--- src/rtl/uart_tx_pkg.sv ---
// Shared types and constants for the buffered UART transmitter.
package uart_tx_pkg;

  // Serializer frame phases.
  typedef enum logic [2:0] {
    IDLE,
    START,
    DATA,
    PARITY,
    STOP
  } tx_state_e;

  localparam int StopBitsMax = 2;
  localparam int StopCntW    = $clog2(StopBitsMax);

  // A programmed bit period of zero behaves as one clock per bit.
  function automatic logic [15:0] bit_period(input logic [15:0] cpb);
    return (cpb == 16'd0) ? 16'd1 : cpb;
  endfunction

endpackage

--- src/rtl/uart_tx_fifo_mem.sv ---
// Synchronous byte FIFO: registered write, combinational head read, no fall-through.
module uart_tx_fifo_mem #(
  parameter int Depth = 4,
  parameter int Width = 8
) (
  input  logic                           clk_i,
  input  logic                           rst_ni,
  input  logic                           push_i,
  input  logic                           pop_i,
  input  logic [Width-1:0]               wdata_i,
  output logic [Width-1:0]               rdata_o,
  output logic                           full_o,
  output logic                           empty_o,
  output logic [$clog2(Depth+1)-1:0]     level_o
);

  localparam int AddrW = $clog2(Depth);
  localparam int PtrW  = AddrW + 1;
  localparam int LvlW  = $clog2(Depth + 1);

  logic [Width-1:0] mem [Depth];
  logic [PtrW-1:0]  wr_ptr;
  logic [PtrW-1:0]  rd_ptr;
  logic             do_push;
  logic             do_pop;

  // The extra pointer bit tells a full buffer from an empty one.
  assign full_o  = (wr_ptr[AddrW] != rd_ptr[AddrW]) &&
                   (wr_ptr[AddrW-1:0] == rd_ptr[AddrW-1:0]);
  assign empty_o = (wr_ptr == rd_ptr);
  assign level_o = LvlW'(wr_ptr - rd_ptr);
  assign rdata_o = mem[rd_ptr[AddrW-1:0]];

  assign do_push = push_i && !full_o;
  assign do_pop  = pop_i && !empty_o;

  // Storage array write port.
  // NOTE: the data array has no reset; only the pointers decide which entries are valid.
  always_ff @(posedge clk_i) begin
    if (do_push) mem[wr_ptr[AddrW-1:0]] <= wdata_i;
  end

  // Read and write pointers.
  always_ff @(posedge clk_i or negedge rst_ni) begin
    if (!rst_ni) begin
      wr_ptr <= '0;
      rd_ptr <= '0;
    end else begin
      if (do_push) wr_ptr <= wr_ptr + PtrW'(1);
      if (do_pop)  rd_ptr <= rd_ptr + PtrW'(1);
    end
  end

endmodule

--- src/rtl/uart_tx_fifo.sv ---
// Buffered 8-bit UART transmitter: FIFO front end plus frame serializer.
module uart_tx_fifo
  import uart_tx_pkg::*;
#(
  parameter int FifoDepth = 4,
  parameter int ParityEn  = 0,
  parameter int ParityOdd = 0,
  parameter int StopBits  = 1
) (
  input  logic                               clk_i,
  input  logic                               rst_ni,
  input  logic                               tx_en_i,
  input  logic [15:0]                        clks_per_bit_i,
  input  logic [7:0]                         wdata_i,
  input  logic                               wvalid_i,
  output logic                               wready_o,
  output logic                               tx_o,
  output logic                               busy_o,
  output logic                               done_o,
  output logic [$clog2(FifoDepth+1)-1:0]     level_o
);

  localparam int LvlW = $clog2(FifoDepth + 1);
  localparam logic [StopCntW-1:0] StopLast = StopCntW'(StopBits - 1);
  localparam logic ParityXor = (ParityOdd != 0);

  if (StopBits < 1 || StopBits > StopBitsMax) begin : g_bad_stop_bits
    $error("uart_tx_fifo: StopBits must be 1 or 2");
  end
  if (FifoDepth < 2 || (FifoDepth & (FifoDepth - 1)) != 0) begin : g_bad_depth
    $error("uart_tx_fifo: FifoDepth must be a power of two >= 2");
  end

  tx_state_e           state;
  logic [15:0]         period;
  logic [15:0]         cnt;
  logic [2:0]          bit_idx;
  logic [StopCntW-1:0] stop_cnt;
  logic [7:0]          shift;
  logic                par_bit;

  logic                full;
  logic                empty;
  logic                pop;
  logic [7:0]          head;
  logic [LvlW-1:0]     level;
  logic                bit_end;
  logic                stop_final;
  logic                stop_entry_last;

  uart_tx_fifo_mem #(
    .Depth (FifoDepth),
    .Width (8)
  ) u_fifo (
    .clk_i   (clk_i),
    .rst_ni  (rst_ni),
    .push_i  (wvalid_i),
    .pop_i   (pop),
    .wdata_i (wdata_i),
    .rdata_o (head),
    .full_o  (full),
    .empty_o (empty),
    .level_o (level)
  );

  assign wready_o = !full;
  assign level_o  = level;
  assign busy_o   = (state != IDLE);

  assign bit_end    = (cnt == period - 16'd1);
  assign stop_final = (stop_cnt == StopLast);
  // With one stop bit of one clock, the first stop cycle is also the last.
  assign stop_entry_last = (StopBits == 1) && (period == 16'd1);

  // A frame starts from idle, or straight out of the final stop cycle for zero gap.
  assign pop = tx_en_i && !empty &&
               ((state == IDLE) || ((state == STOP) && bit_end && stop_final));

  // Frame sequencer with registered line and done outputs.
  // NOTE: state registers use non-blocking assignments so every branch sees pre-edge values.
  always_ff @(posedge clk_i or negedge rst_ni) begin
    if (!rst_ni) begin
      state    <= IDLE;
      period   <= '0;
      cnt      <= '0;
      bit_idx  <= '0;
      stop_cnt <= '0;
      shift    <= '0;
      par_bit  <= 1'b0;
      tx_o     <= 1'b1;
      done_o   <= 1'b0;
    end else begin
      done_o <= 1'b0;
      if (pop) begin
        shift    <= head;
        period   <= bit_period(clks_per_bit_i);
        cnt      <= '0;
        bit_idx  <= '0;
        stop_cnt <= '0;
        par_bit  <= (^head) ^ ParityXor;
        tx_o     <= 1'b0;
        state    <= START;
      end else begin
        unique case (state)
          IDLE: begin
            tx_o <= 1'b1;
          end
          START: begin
            if (bit_end) begin
              cnt   <= '0;
              tx_o  <= shift[0];
              state <= DATA;
            end else begin
              cnt <= cnt + 16'd1;
            end
          end
          DATA: begin
            if (bit_end) begin
              cnt <= '0;
              if (bit_idx == 3'd7) begin
                bit_idx <= '0;
                if (ParityEn != 0) begin
                  tx_o  <= par_bit;
                  state <= PARITY;
                end else begin
                  tx_o   <= 1'b1;
                  state  <= STOP;
                  done_o <= stop_entry_last;
                end
              end else begin
                shift   <= shift >> 1;
                tx_o    <= shift[1];
                bit_idx <= bit_idx + 3'd1;
              end
            end else begin
              cnt <= cnt + 16'd1;
            end
          end
          PARITY: begin
            if (bit_end) begin
              cnt    <= '0;
              tx_o   <= 1'b1;
              state  <= STOP;
              done_o <= stop_entry_last;
            end else begin
              cnt <= cnt + 16'd1;
            end
          end
          STOP: begin
            if (bit_end) begin
              cnt <= '0;
              if (stop_final) begin
                stop_cnt <= '0;
                tx_o     <= 1'b1;
                state    <= IDLE;
              end else begin
                stop_cnt <= stop_cnt + StopCntW'(1);
                done_o   <= (period == 16'd1);
              end
            end else begin
              cnt    <= cnt + 16'd1;
              done_o <= stop_final && ((cnt + 16'd1) == (period - 16'd1));
            end
          end
          default: begin
            tx_o  <= 1'b1;
            state <= IDLE;
          end
        endcase
      end
    end
  end

endmodule

--- config.mk ---
export PLATFORM = sky130hd
export DESIGN_NAME = uart_tx_fifo
export DESIGN_NICKNAME = d
export VERILOG_FILES = /design/src/rtl/uart_tx_pkg.sv /design/src/rtl/uart_tx_fifo_mem.sv /design/src/rtl/uart_tx_fifo.sv
export SDC_FILE = /design/constraint.sdc
export NUM_CORES = 1
export LEC_CHECK = 0
export ABC_AREA = 1
export CAP_MARGIN = 10
export CORE_MARGIN = 2
export CORE_UTILIZATION = 48
export CTS_BUF_LIST = sky130_fd_sc_hd__clkbuf_16
export DETAILED_ROUTE_END_ITERATION = 10
export PLACE_DENSITY_LB_ADDON = 0.25
export SETUP_SLACK_MARGIN = 0.5
export SYNTH_ARGS = -nofsm -noshare
export SYNTH_HDL_FRONTEND = slang
export SYNTH_HIERARCHICAL = 1
export SYNTH_SLANG_ARGS = --single-unit
--- constraint.sdc ---
create_clock -name clk_i -period 6.85 [get_ports clk_i]
set_clock_uncertainty 0.15 [all_clocks]
set_input_delay 1.37 -clock clk_i [delete_from_list [all_inputs] [get_ports clk_i]]
set_output_delay 1.37 -clock clk_i [all_outputs]
set_load 0.03 [all_outputs]
# After elaboration in Yosys (flattened, before gate mapping)
# Memories as Yosys holds them, arrays and structs flattened.
# Cells that the tools add are included.
# W data, S select, Z words.
[op_classes]
n_bitwise = 1
n_mux = 41
eq_ne = 19
reduce_logical = 24
add_sub_neg = 7
[op_table]
columns = ["cell", "count"]
rows = [
  ["$mux W16", 4],
  ["$mux W3", 11],
  ["$eq A16 B16 Y1", 2],
  ["$mux W8", 4],
  ["$mux W1", 19],
  ["$ne A3 B2 Y1 const B", 6],
  ["$add A16 B1 Y16 const B", 1],
  ["$eq A16 B1 Y1 const B", 1],
  ["$logic_not A16 Y1", 1],
  ["$sub A16 B1 Y16 const B", 1],
  ["$pmux W3 S5", 1],
  ["$add A3 B1 Y3 const B", 3],
  ["$logic_and A1 B1 Y1", 8],
  ["$reduce_bool A2 Y1", 4],
  ["$reduce_and A7 Y1", 1],
  ["$eq A3 B2 Y1 const B", 2],
  ["$eq A3 B3 Y1 const B", 2],
  ["$reduce_and A5 Y1", 1],
  ["$ne A2 B1 Y1 const B", 2],
  ["$pmux W1 S4", 1],
  ["$reduce_and A2 Y1", 2],
  ["$reduce_or A4 Y1", 1],
  ["$eq A3 B1 Y1 const B", 1],
  ["$eq A3 B3 Y1", 1],
  ["other kinds (11)", 12],
]
[word_totals]
out_inout_bits = 7
elab_cells = 103
mem_bits_rw = 32
input_bits = 28
ff_bits = 55
memories = 1
[mem_list]
columns = ["name", "words", "width", "rd", "rd_ports_with_merged_regs", "write_ports", "line_no", "rtl"]
rows = [
  ["u_fifo.mem", 4, 8, 1, 0, 1, "uart_tx_fifo_mem.sv:21", "logic [Width-1:0] mem [Depth];"],
]

# Logic depth before layout (Yosys ltp)
# Gate-level depths: netlist of run 1.
[logic_depth]
word_depth = 8
depth_mapped = 18

# Hierarchy
# The synthesis of run 1 kept the hierarchy.
[modules_own_cells]
columns = ["mod", "area_each_um2", "seq_area_each_um2", "cells_per_inst", "instances"]
rows = [
  ["uart_tx_fifo", 3580.9, 1202.4, 528, 1],
  ["uart_tx_fifo_mem", 1682.9, 1111.1, 141, 1],
]

# Worst setup path after synthesis of run 1
# OpenSTA, ideal clock, no wires.
[synth_timing]
path_kind = "register -> output"
from = "reg u_fifo.wr_ptr[0]"
to = "out level_o[2]"
arrival_ns = 1.670
n_path_buf = 0
path_slack_ns = 3.660
path_stages_with_launch = 6
cell_sequence = "dfrtp_1 > inv_1 > ha_1 > inv_1 > fa_1 > xnor2_1"
[synth_between]
elab_chain_cells = 1
[synth_lines]
columns = ["item", "line_no", "rtl"]
rows = [
  ["start: declaration", "uart_tx_fifo_mem.sv:22", "logic [PtrW-1:0] wr_ptr;"],
  ["start signal: assignment", "uart_tx_fifo_mem.sv:49", "if (do_push) wr_ptr <= wr_ptr + PtrW'(1);"],
  ["$sub A3 B3 Y3", "uart_tx_fifo_mem.sv:31", "assign level_o = LvlW'(wr_ptr - rd_ptr);"],
  ["end: declaration", "uart_tx_fifo.sv:20", "output logic [$clog2(FifoDepth+1)-1:0] level_o"],
]
# Every way passes these cells.

# Worst setup path after layout of run 1
[layout_timing]
from = "reg u_fifo.rd_ptr[0]"
to = "out level_o[2]"
[layout_between]
elab_chain_cells = 1
[layout_lines]
columns = ["item", "line_no", "rtl"]
rows = [
  ["start: declaration", "uart_tx_fifo_mem.sv:23", "logic [PtrW-1:0] rd_ptr;"],
  ["start signal: assignment", "uart_tx_fifo_mem.sv:50", "if (do_pop) rd_ptr <= rd_ptr + PtrW'(1);"],
  ["$sub A3 B3 Y3", "uart_tx_fifo_mem.sv:31", ""],
]
# Every way passes these cells.

==> results of run 1 <==
==> cell type report <==
class	count	share of cell area
multi-input cells	488	0.426
clock buffers	9	0.0378
inverters	75	0.0477
well taps	140	0.0294
repair buffers	35	0.0576
clock inverters	7	0.0130
flip-flops and latches	86	0.389
==> sequential cells by signal, summed over array words and instances (netlist names) <==
| register | flops |
|---|---|
| shift | 8 |
| cnt | 16 |
| u_fifo/rd_ptr | 3 |
| tx_o | 1 |
| done_o | 1 |
| u_fifo/mem | 32 |
| state | 3 |
| u_fifo/wr_ptr | 3 |
| bit_idx | 3 |
| period | 16 |
==> power breakdown <==
| part | leakage [nW] | total (mW) | switching (mW) | internal [mW] |
|---|---|---|---|---|
| registers | 0.987 | 0.924 | 0.206 | 0.718 |
| logic | 1.57 | 1.49 | 0.986 | 0.502 |
| clock network | 0.144 | 0.492 | 0.234 | 0.259 |
| total | 2.70 | 2.90 | 1.43 | 1.48 |
==> metal layers <==
layer / share of wire / vias to the layer above / GRT usage
met2: 0.44 / 140 / 0.346
met4: 0.022 / 0 / 0.0925
met1: 0.47 / 2085 / 0.325
met3: 0.061 / 16 / 0.0341
met5: 0 / - / 0
li1: - / 2237 / -
==> worst max path at each step <==
stage	start	end	slack, ns
after global routing	u_fifo/rd_ptr[0]	level_o[2]	2.52
after detailed placement	u_fifo/rd_ptr[0]	level_o[2]	3.02
final	u_fifo/rd_ptr[0]	level_o[2]	2.62
after floorplan	u_fifo/wr_ptr[0]	level_o[2]	3.66
after global placement	u_fifo/rd_ptr[0]	level_o[2]	3.03
after CTS	u_fifo/rd_ptr[0]	level_o[2]	2.61
==> cells by family after synthesis <==
| logic type | share of synthesized area |
|---|---|
| XOR/XNOR | 0.0449 |
| flip-flops | 0.440 |
| buffers and inverters | 0.0792 |
| AO/OA/AOI/OAI | 0.0677 |
| adder cells (fa/ha/maj) | 0.0323 |
| AND/OR/NAND/NOR | 0.336 |
==> cell usage in the layout (no fill, tap or decap), types with 2 or more instances in the layout <==
master	Yosys	final
inv_6	0	3
o21ai_1	9	9
xnor2_1	12	12
nand2_1	169	169
nor2_8	2	2
nand3b_1	2	2
inv_2	5	5
nor2_1	74	74
clkdlybuf4s50_1	0	33
nand3_1	87	87
nor3_1	4	4
nor4_1	5	5
o22ai_1	10	10
nor2_2	4	4
nand3_4	2	2
xor2_1	15	15
clkbuf_16	0	9
inv_1	69	69
ha_1	12	12
o21ai_0	41	41
nand3_2	3	3
edfxtp_1	32	32
clkinv_8	0	2
nor2_4	3	3
nand4_1	12	12
nand2_2	8	8
dfrtp_1	53	53
a21oi_1	4	4
nand2_4	4	4
==> through the flow <==
stage          worst slack [ns]  instance area [um2]  instances
2_1_floorplan              3.66                 5260        669
4_1_cts                    2.61                 5950        840
3_5_place_dp               3.02                 5650        824
5_1_grt                    2.52                 5950        840
6_report                   2.62                 5950        840
3_3_place_gp               3.03                 5650        824
==> critical path, cell delays in order, from the launching register on <==
cell and delay [ns]:
dfrtp_1 0.75, ha_1 0.27, inv_1 0.06, fa_1 0.42
xnor2_1 0.18, clkdlybuf4s50_1 0.69
==> impl_metrics.env, run 1 <==
export IMPL_status="finished clean"
export IMPL_powerDensity_nw_per_um2=488
export IMPL_crit_arrival_ns=2.71
export IMPL_grt_max_degree=55
export IMPL_finalHoldViolCount=0
export IMPL_io_buffers=34
export IMPL_clk_path_buf_depth=2
export IMPL_hold_end="tx_o"
export IMPL_rows=38
export IMPL_slew_headroom=0.495
export IMPL_finalSetupViolations=0
export IMPL_r2r_end="u_fifo/rd_ptr[0]"
export IMPL_path_class="reg2out"
export IMPL_post_cts_buffers=0
export IMPL_ys_top_cells_by_count="169 x nand2_1, 87 x nand3_1, 74 x nor2_1"
export IMPL_hold_path_depth=2
export IMPL_tightestPinTransition_ns=0.755
export IMPL_cts_buffers=9
export IMPL_leakage_nw=2.70
export IMPL_cts_tree="yes"
export IMPL_gp_congestion=0.922
export IMPL_detail_route_antenna_nets=0
export IMPL_final_nets=736
export IMPL_die_x_um=109
export IMPL_routed_wl_mm=12.5
export IMPL_post_route_util=0.551
export IMPL_layout_drive_gt1_share=0.0743
export IMPL_yosysWarningCount=6
export IMPL_vdd_ir_drop_worst_mv=0.365
export IMPL_globalRoute_totalOverflow=0
export IMPL_pin_count=35
export IMPL_crit_fanout=20
export IMPL_p_total_mw=2.90
export IMPL_start_util=0.488
export IMPL_grt_first_pass_wirelength_mm=20.7
export IMPL_cts_resized=0
export IMPL_via_per_inst=5.33
export IMPL_cp_start_kind="flop"
export IMPL_fillers=1015
export IMPL_reg2reg_slack_ns=3.45
export IMPL_ys_ff_latch=86
export IMPL_synth_flop_cell="dfrtp_1"
export IMPL_drc_errors=0
export IMPL_clock_sinks=86
export IMPL_synth_most_common_cell="nand2_1"
export IMPL_grt_setup_unrepaired="no"
export IMPL_dr_pass1_iters=5
export IMPL_syn_area_per_cell_um2=7.87
export IMPL_regArea_um2=2310
export IMPL_max_freq_mhz=236
export IMPL_antenna_found_initial=0
export IMPL_synthesis_instances=669
export IMPL_dieHeight_um=109
export IMPL_multi_input_area_um2=2530
export IMPL_clock_latency_ns=0.35
export IMPL_syn2layout_area_growth_pct=13.1
export IMPL_cp_data_required_time_ns=5.33
export IMPL_cts_hold_buf=0
export IMPL_yosysTopAreaCell="dfrtp_1"
export IMPL_grt_pass1_vias=4216
export IMPL_end_kind="output pin"
export IMPL_htree_num_levels=3
export IMPL_core_area_um2=10800
export IMPL_synth_cell_type_count=38
export IMPL_synth_area_um2=5260
export IMPL_tns_ns=0
export IMPL_ff2ff_path_depth=15
export IMPL_path_clk_slew_ns=0.07
export IMPL_r2r_start="period[0]"
export IMPL_fin_crit_ns=4.23
export IMPL_insertedDiodeCount=0
export IMPL_hp_start="tx_o"
export IMPL_clock_root_buffer="clkbuf_16"
export IMPL_ys_async_sr_fraction=0.628
export IMPL_vias=4478
export IMPL_avgRoutedWirePerCell_um=14.8
export IMPL_grt_total_usage=0.227
export IMPL_die_area_um2=11800
export IMPL_min_period_over_period=0.618
export IMPL_synth_edf_count=32
export IMPL_synthesis_nets=710
export IMPL_synth_area_leaders="dfrtp_1 25%, edfxtp_1 18%, nand2_1 12%"
export IMPL_seq_area_frac_synth=0.440
export IMPL_drtIter0Drc=308
export IMPL_maxSlewViolCount=0
export IMPL_maxCapViolCount=0
export IMPL_dp_hpwl_mm=9.21
export IMPL_hold_path_class="reg2reg"
export IMPL_synth_top_cell_area_share=0.252
export IMPL_holdWs_ns=0.346
Note: power is estimated with default switching activity, not from simulation.
==> run 2: changes to the inputs <==
clock period = 4.1 ns   (was 6.85 ns; I/O delays follow)
==> run 2 against run 1 <==
  * Non-clock buffer count grew 1
  * Core utilization increased by 0.058 points
  * Wire length up 3.0%
  * Flip-flop and latch count stayed put
  * Highest routed layer unchanged
  * Critical path depth increased by 3
  * Via count up 1.9%
  * Design area up 0.11%
  * First-iteration DRC count is 18% higher
==> impl_metrics.env, run 2 (synthesis results as in run 1) <==
export IMPL_layout_common_cells="169 x nand2_1, 87 x nand3_1, 74 x nor2_1"
export IMPL_pin_count=35
export IMPL_drc_errors=0
export IMPL_cpPeakStageDelay_ns=0.66
export IMPL_clock_sinks=86
export IMPL_final_common_cell="nand2_1"
export IMPL_grt_max_degree=45
export IMPL_cts_buffers=9
export IMPL_status="finished clean"
export IMPL_final_nets=737
export IMPL_maxSlewViolCount=0
export IMPL_pre_cts_slack_ns=0.878
export IMPL_grt_setup_unrepaired="no"
export IMPL_largest_register_ffs=32
export IMPL_fillers=990
export IMPL_end_kind="output pin"
export IMPL_die_x_um=109
export IMPL_leakage_nw=2.70
export IMPL_io_buffers=34
export IMPL_multi_input_area_um2=2530
export IMPL_path_class="reg2out"
export IMPL_maxCapViolCount=0
export IMPL_clock_latency_ns=0.34
export IMPL_fin_crit_ns=3.43
export IMPL_tns_ns=0
export IMPL_globalRoute_totalOverflow=0
export IMPL_cts_hold_buf=0
export IMPL_vias=4564
export IMPL_dr_pass1_iters=6
export IMPL_dp_hpwl_mm=9.74
export IMPL_via_per_inst=5.43
export IMPL_die_area_um2=11800
export IMPL_worst_slack_ns=0.670
export IMPL_clock_root_buffer="clkbuf_16"
export IMPL_cts_tree="yes"
export IMPL_regArea_um2=2310
export IMPL_grt_total_usage=0.233
export IMPL_min_period_over_period=0.837
export IMPL_hold_path_class="reg2reg"
export IMPL_grt_pass1_vias=4332
export IMPL_internal_power_mw=2.48
export IMPL_layout_drive_gt1_share=0.0770
export IMPL_grt_util_met3=0.0299
export IMPL_grtUsageMet1=0.336
export IMPL_gp_congestion=1.00
export IMPL_tightestPinTransition_ns=1.01
export IMPL_crit_fanout=11
export IMPL_p_total_mw=4.85
export IMPL_cp_start_kind="flop"
export IMPL_routed_wl_mm=12.8
export IMPL_cp_data_required_time_ns=3.13
export IMPL_reg2reg_slack_ns=0.93
export IMPL_p_comb_frac=0.519
export IMPL_powerDensity_nw_per_um2=814
export IMPL_finalSetupViolations=0
export IMPL_finalHoldViolCount=0
export IMPL_detail_route_antenna_nets=0
export IMPL_crit_arrival_ns=2.46
export IMPL_cp_common_cell="inv_1"
export IMPL_core_area_um2=10800
export IMPL_cp_slowest_cell="clkdlybuf4s50_1"
export IMPL_power_switching_mw=2.38
export IMPL_insertedDiodeCount=0
export IMPL_vdd_ir_drop_worst_mv=0.768
export IMPL_crit_chain="inv_1 > ha_1 > nand2_1 > inv_1 > nand3_4 > inv_1 > inv_1 > clkdlybuf4s50_1"
export IMPL_met2_usage=0.361
export IMPL_top_usage_layer="met2"
export IMPL_avgRoutedWirePerCell_um=15.3
export IMPL_dieHeight_um=109
export IMPL_grt_first_pass_wirelength_mm=21.2
export IMPL_antenna_found_initial=0
export IMPL_swShare=0.490
export IMPL_max_freq_mhz=292
export IMPL_rows=38
export IMPL_slew_headroom=0.327
export IMPL_start_util=0.488
export IMPL_seq_power_share=0.315
export IMPL_clock_power_share=0.166
export IMPL_syn2layout_area_growth_pct=13.2
export IMPL_clk_path_buf_depth=2
export IMPL_holdWs_ns=0.349
export IMPL_post_route_util=0.552
export IMPL_htree_num_levels=3
export IMPL_path_clk_slew_ns=0.07
export IMPL_drtIter0Drc=362
## run 2: critical path, delay by kind of cell, from the launching register on
kind	cells	cell delay [ns]
adders and majority gates	1	0.30
buffers and inverters	5	1.16
DFF	1	0.49
and+or+nand+nor	2	0.18
## run 2: worst paths after layout
| check | startpoint | cells after the start | end |
|---|---|---|---|
| setup / recovery | u_fifo/rd_ptr[1] | 8 | wready_o |
| hold / removal | state[1] | 2 | state[1] |
| min in group asynchronous | rst_ni | 1 | cnt[4] |
| max in group asynchronous | rst_ni | 2 | cnt[12] |
| setup reg to reg | period[0] | 17 | u_fifo/rd_ptr[0] |
| hold reg to reg | state[1] | 2 | state[1] |
## run 2: metal layers
metal  vias up  share of wire
li1       2246              -
met3        21          0.041
met2       123           0.46
met1      2174           0.48
met5         -              0
met4         0          0.017
## run 2: layout make-up
| class | count | share of cell area |
|---|---|---|
| clock buffers | 9 | 0.0378 |
| clock inverters | 7 | 0.0126 |
| inverters | 75 | 0.0477 |
| multi-input cells | 488 | 0.425 |
| flip-flops and latches | 86 | 0.388 |
| well taps | 140 | 0.0294 |
| repair buffers | 36 | 0.0588 |
## run 2: metrics by stage
step           std cells  cell area [um2]
2_1_floorplan        669             5260
3_3_place_gp         825             5660
3_5_place_dp         825             5660
4_1_cts              841             5960
5_1_grt              841             5960
6_report             841             5960
## run 2: power groups by stage
| stage | registers, mW | clock network, mW | logic [mW] |
|---|---|---|---|
| after detailed placement | 1.54 | 0 | 2.49 |
| after CTS | 1.52 | 0.826 | 2.51 |
| after global placement | 1.53 | 0 | 2.45 |
| final | 1.53 | 0.807 | 2.52 |
| after global routing | 1.57 | 0.867 | 2.82 |
| after floorplan | 1.41 | 0 | 2.01 |
## run 2: what timing repair did
action | CTS | global route
setup endpoints to repair | 0 | 2
resized for setup | 0 | 1
buffers inserted | 0 | 0
==> run 3: changes to the inputs <==
clock period = 3.3 ns   (was 4.1 ns; I/O delays follow)
==> run 3 against run 2 <==
  * Flip-flop and latch count did not move
  * Register-to-register slack got worse by 0.19 ns
  * Setup slack got worse by 0.090 ns
  * Sequential power rose by 24%
  * Highest routed layer unchanged
==> impl_metrics.env, run 3 (synthesis results as in run 1) <==
export IMPL_routed_wl_mm=12.3
export IMPL_via_per_inst=5.24
export IMPL_crit_fanout=4
export IMPL_cp_slowest_cell="fa_1"
export IMPL_ff2ff_path_depth=14
export IMPL_hold_path_class="in2async"
export IMPL_cts_buffers=9
export IMPL_avgRoutedWirePerCell_um=14.4
export IMPL_path_clk_slew_ns=0.07
export IMPL_slew_headroom=0.414
export IMPL_grt_total_usage=0.226
export IMPL_rows=38
export IMPL_max_freq_mhz=368
export IMPL_final_nets=745
export IMPL_insertedDiodeCount=0
export IMPL_detail_route_antenna_nets=0
export IMPL_globalRoute_totalOverflow=0
export IMPL_cp_start_kind="flop"
export IMPL_end_kind="output pin"
export IMPL_antenna_found_initial=0
export IMPL_syn2layout_area_growth_pct=15.1
export IMPL_largest_register_ffs=32
export IMPL_path_class="reg2out"
export IMPL_layout_drive_gt1_share=0.0959
export IMPL_htree_num_levels=3
export IMPL_post_route_util=0.561
export IMPL_finalHoldViolCount=0
export IMPL_drc_errors=0
export IMPL_maxSlewViolCount=0
export IMPL_cp_data_required_time_ns=2.49
export IMPL_leakage_nw=2.75
export IMPL_cpPeakStageDelay_ns=0.54
export IMPL_status="finished clean"
export IMPL_final_common_cell="nand2_1"
export IMPL_die_area_um2=11800
export IMPL_grt_max_degree=41
export IMPL_crit_chain="inv_2 > ha_1 > inv_1 > fa_1 > clkdlybuf4s15_2"
export IMPL_r2r_start="period[0]"
export IMPL_grt_setup_unrepaired="no"
export IMPL_clock_sinks=86
export IMPL_layout_common_cells="169 x nand2_1, 87 x nand3_1, 73 x nor2_1"
export IMPL_fin_crit_ns=2.72
export IMPL_gp_congestion=0.881
export IMPL_finalSetupViolations=0
export IMPL_grt_pass1_vias=4174
export IMPL_min_period_over_period=0.824
export IMPL_dieHeight_um=109
export IMPL_io_buffers=34
export IMPL_crit_arrival_ns=1.91
export IMPL_start_util=0.488
export IMPL_pin_count=35
export IMPL_reg2reg_slack_ns=0.74
export IMPL_dr_pass1_iters=5
export IMPL_die_x_um=109
export IMPL_vdd_ir_drop_worst_mv=0.669
export IMPL_grt_first_pass_wirelength_mm=20.4
export IMPL_maxCapViolCount=0
export IMPL_clock_latency_ns=0.35
export IMPL_fillers=1001
export IMPL_vias=4452
export IMPL_dp_hpwl_mm=9.31
export IMPL_drtIter0Drc=251
export IMPL_tightestPinTransition_ns=0.879
export IMPL_powerDensity_nw_per_um2=1000
export IMPL_cts_tree="yes"
export IMPL_core_area_um2=10800
export IMPL_tns_ns=0
export IMPL_clock_root_buffer="clkbuf_16"
export IMPL_clk_path_buf_depth=2
export IMPL_r2r_end="cnt[4]"
[run 3: worst max-delay path by stage]
| stage | cells past startpoint | startpoint | end |
|---|---|---|---|
| after floorplan | 5 | u_fifo/wr_ptr[0] | level_o[2] |
| after global placement | 6 | u_fifo/wr_ptr[0] | level_o[2] |
| after detailed placement | 6 | u_fifo/wr_ptr[0] | level_o[2] |
| after CTS | 6 | u_fifo/wr_ptr[0] | level_o[2] |
| after global routing | 8 | u_fifo/wr_ptr[0] | wready_o |
| final | 5 | u_fifo/wr_ptr[0] | level_o[1] |
[run 3: power breakdown]
group / switching, mW / internal [mW] / leakage, nW
clock: 0.479 / 0.535 / 0.141
sequential: 0.398 / 1.49 / 0.987
combinational: 2.07 / 1.12 / 1.62
total: 2.95 / 3.14 / 2.75
[run 3: final cells by class]
cell class / instances / area [um2] / share of cell area
flip-flops and latches: 86 / 2310 / 0.382
repair buffers: 44 / 415 / 0.0686
clock buffers: 9 / 225 / 0.0372
well taps: 140 / 175 / 0.0289
inverters: 75 / 289 / 0.0477
multi-input cells: 488 / 2560 / 0.423
clock inverters: 7 / 78.8 / 0.0130
[run 3: stage by stage]
step / instance area (um2) / setup slack, ns / std cells / hold WS, ns / total power, mW
6_report: 6060 / 0.580 / 849 / 0.284 / 6.09
3_3_place_gp: 5710 / 0.501 / 832 / 0.329 / 4.94
5_1_grt: 6060 / 0.503 / 849 / 0.372 / 6.60
4_1_cts: 6020 / 0.312 / 848 / 0.314 / 6.04
2_1_floorplan: 5260 / 0.820 / 669 / 0.214 / 4.25
3_5_place_dp: 5710 / 0.429 / 832 / 0.347 / 5.03
[run 3: per-layer routing]
metal	vias to the layer above	share of wire	global-route usage
li1	2266	-	-
met1	2064	0.48	0.316
met2	107	0.46	0.366
met3	15	0.047	0.0365
met4	0	0.015	0.0595
met5	-	0	0
[run 3: repair_timing]
action / 4_1_cts / 5_1_grt
pin swaps: 0 / 1
buffers inserted: 0 / 1
endpoints found under the setup margin: 8 / 54
hold buffers: 0 / 0
endpoints found under the hold margin: 0 / 0
resized for setup: 7 / 13
[run 3: worst max-delay path: cells and delay by family (launching register included)]
| kind | cells | cell delay (ns) |
|---|---|---|
| adder cells (fa/ha/maj) | 2 | 0.69 |
| buffers and inverters | 3 | 0.45 |
| flip-flops | 1 | 0.42 |
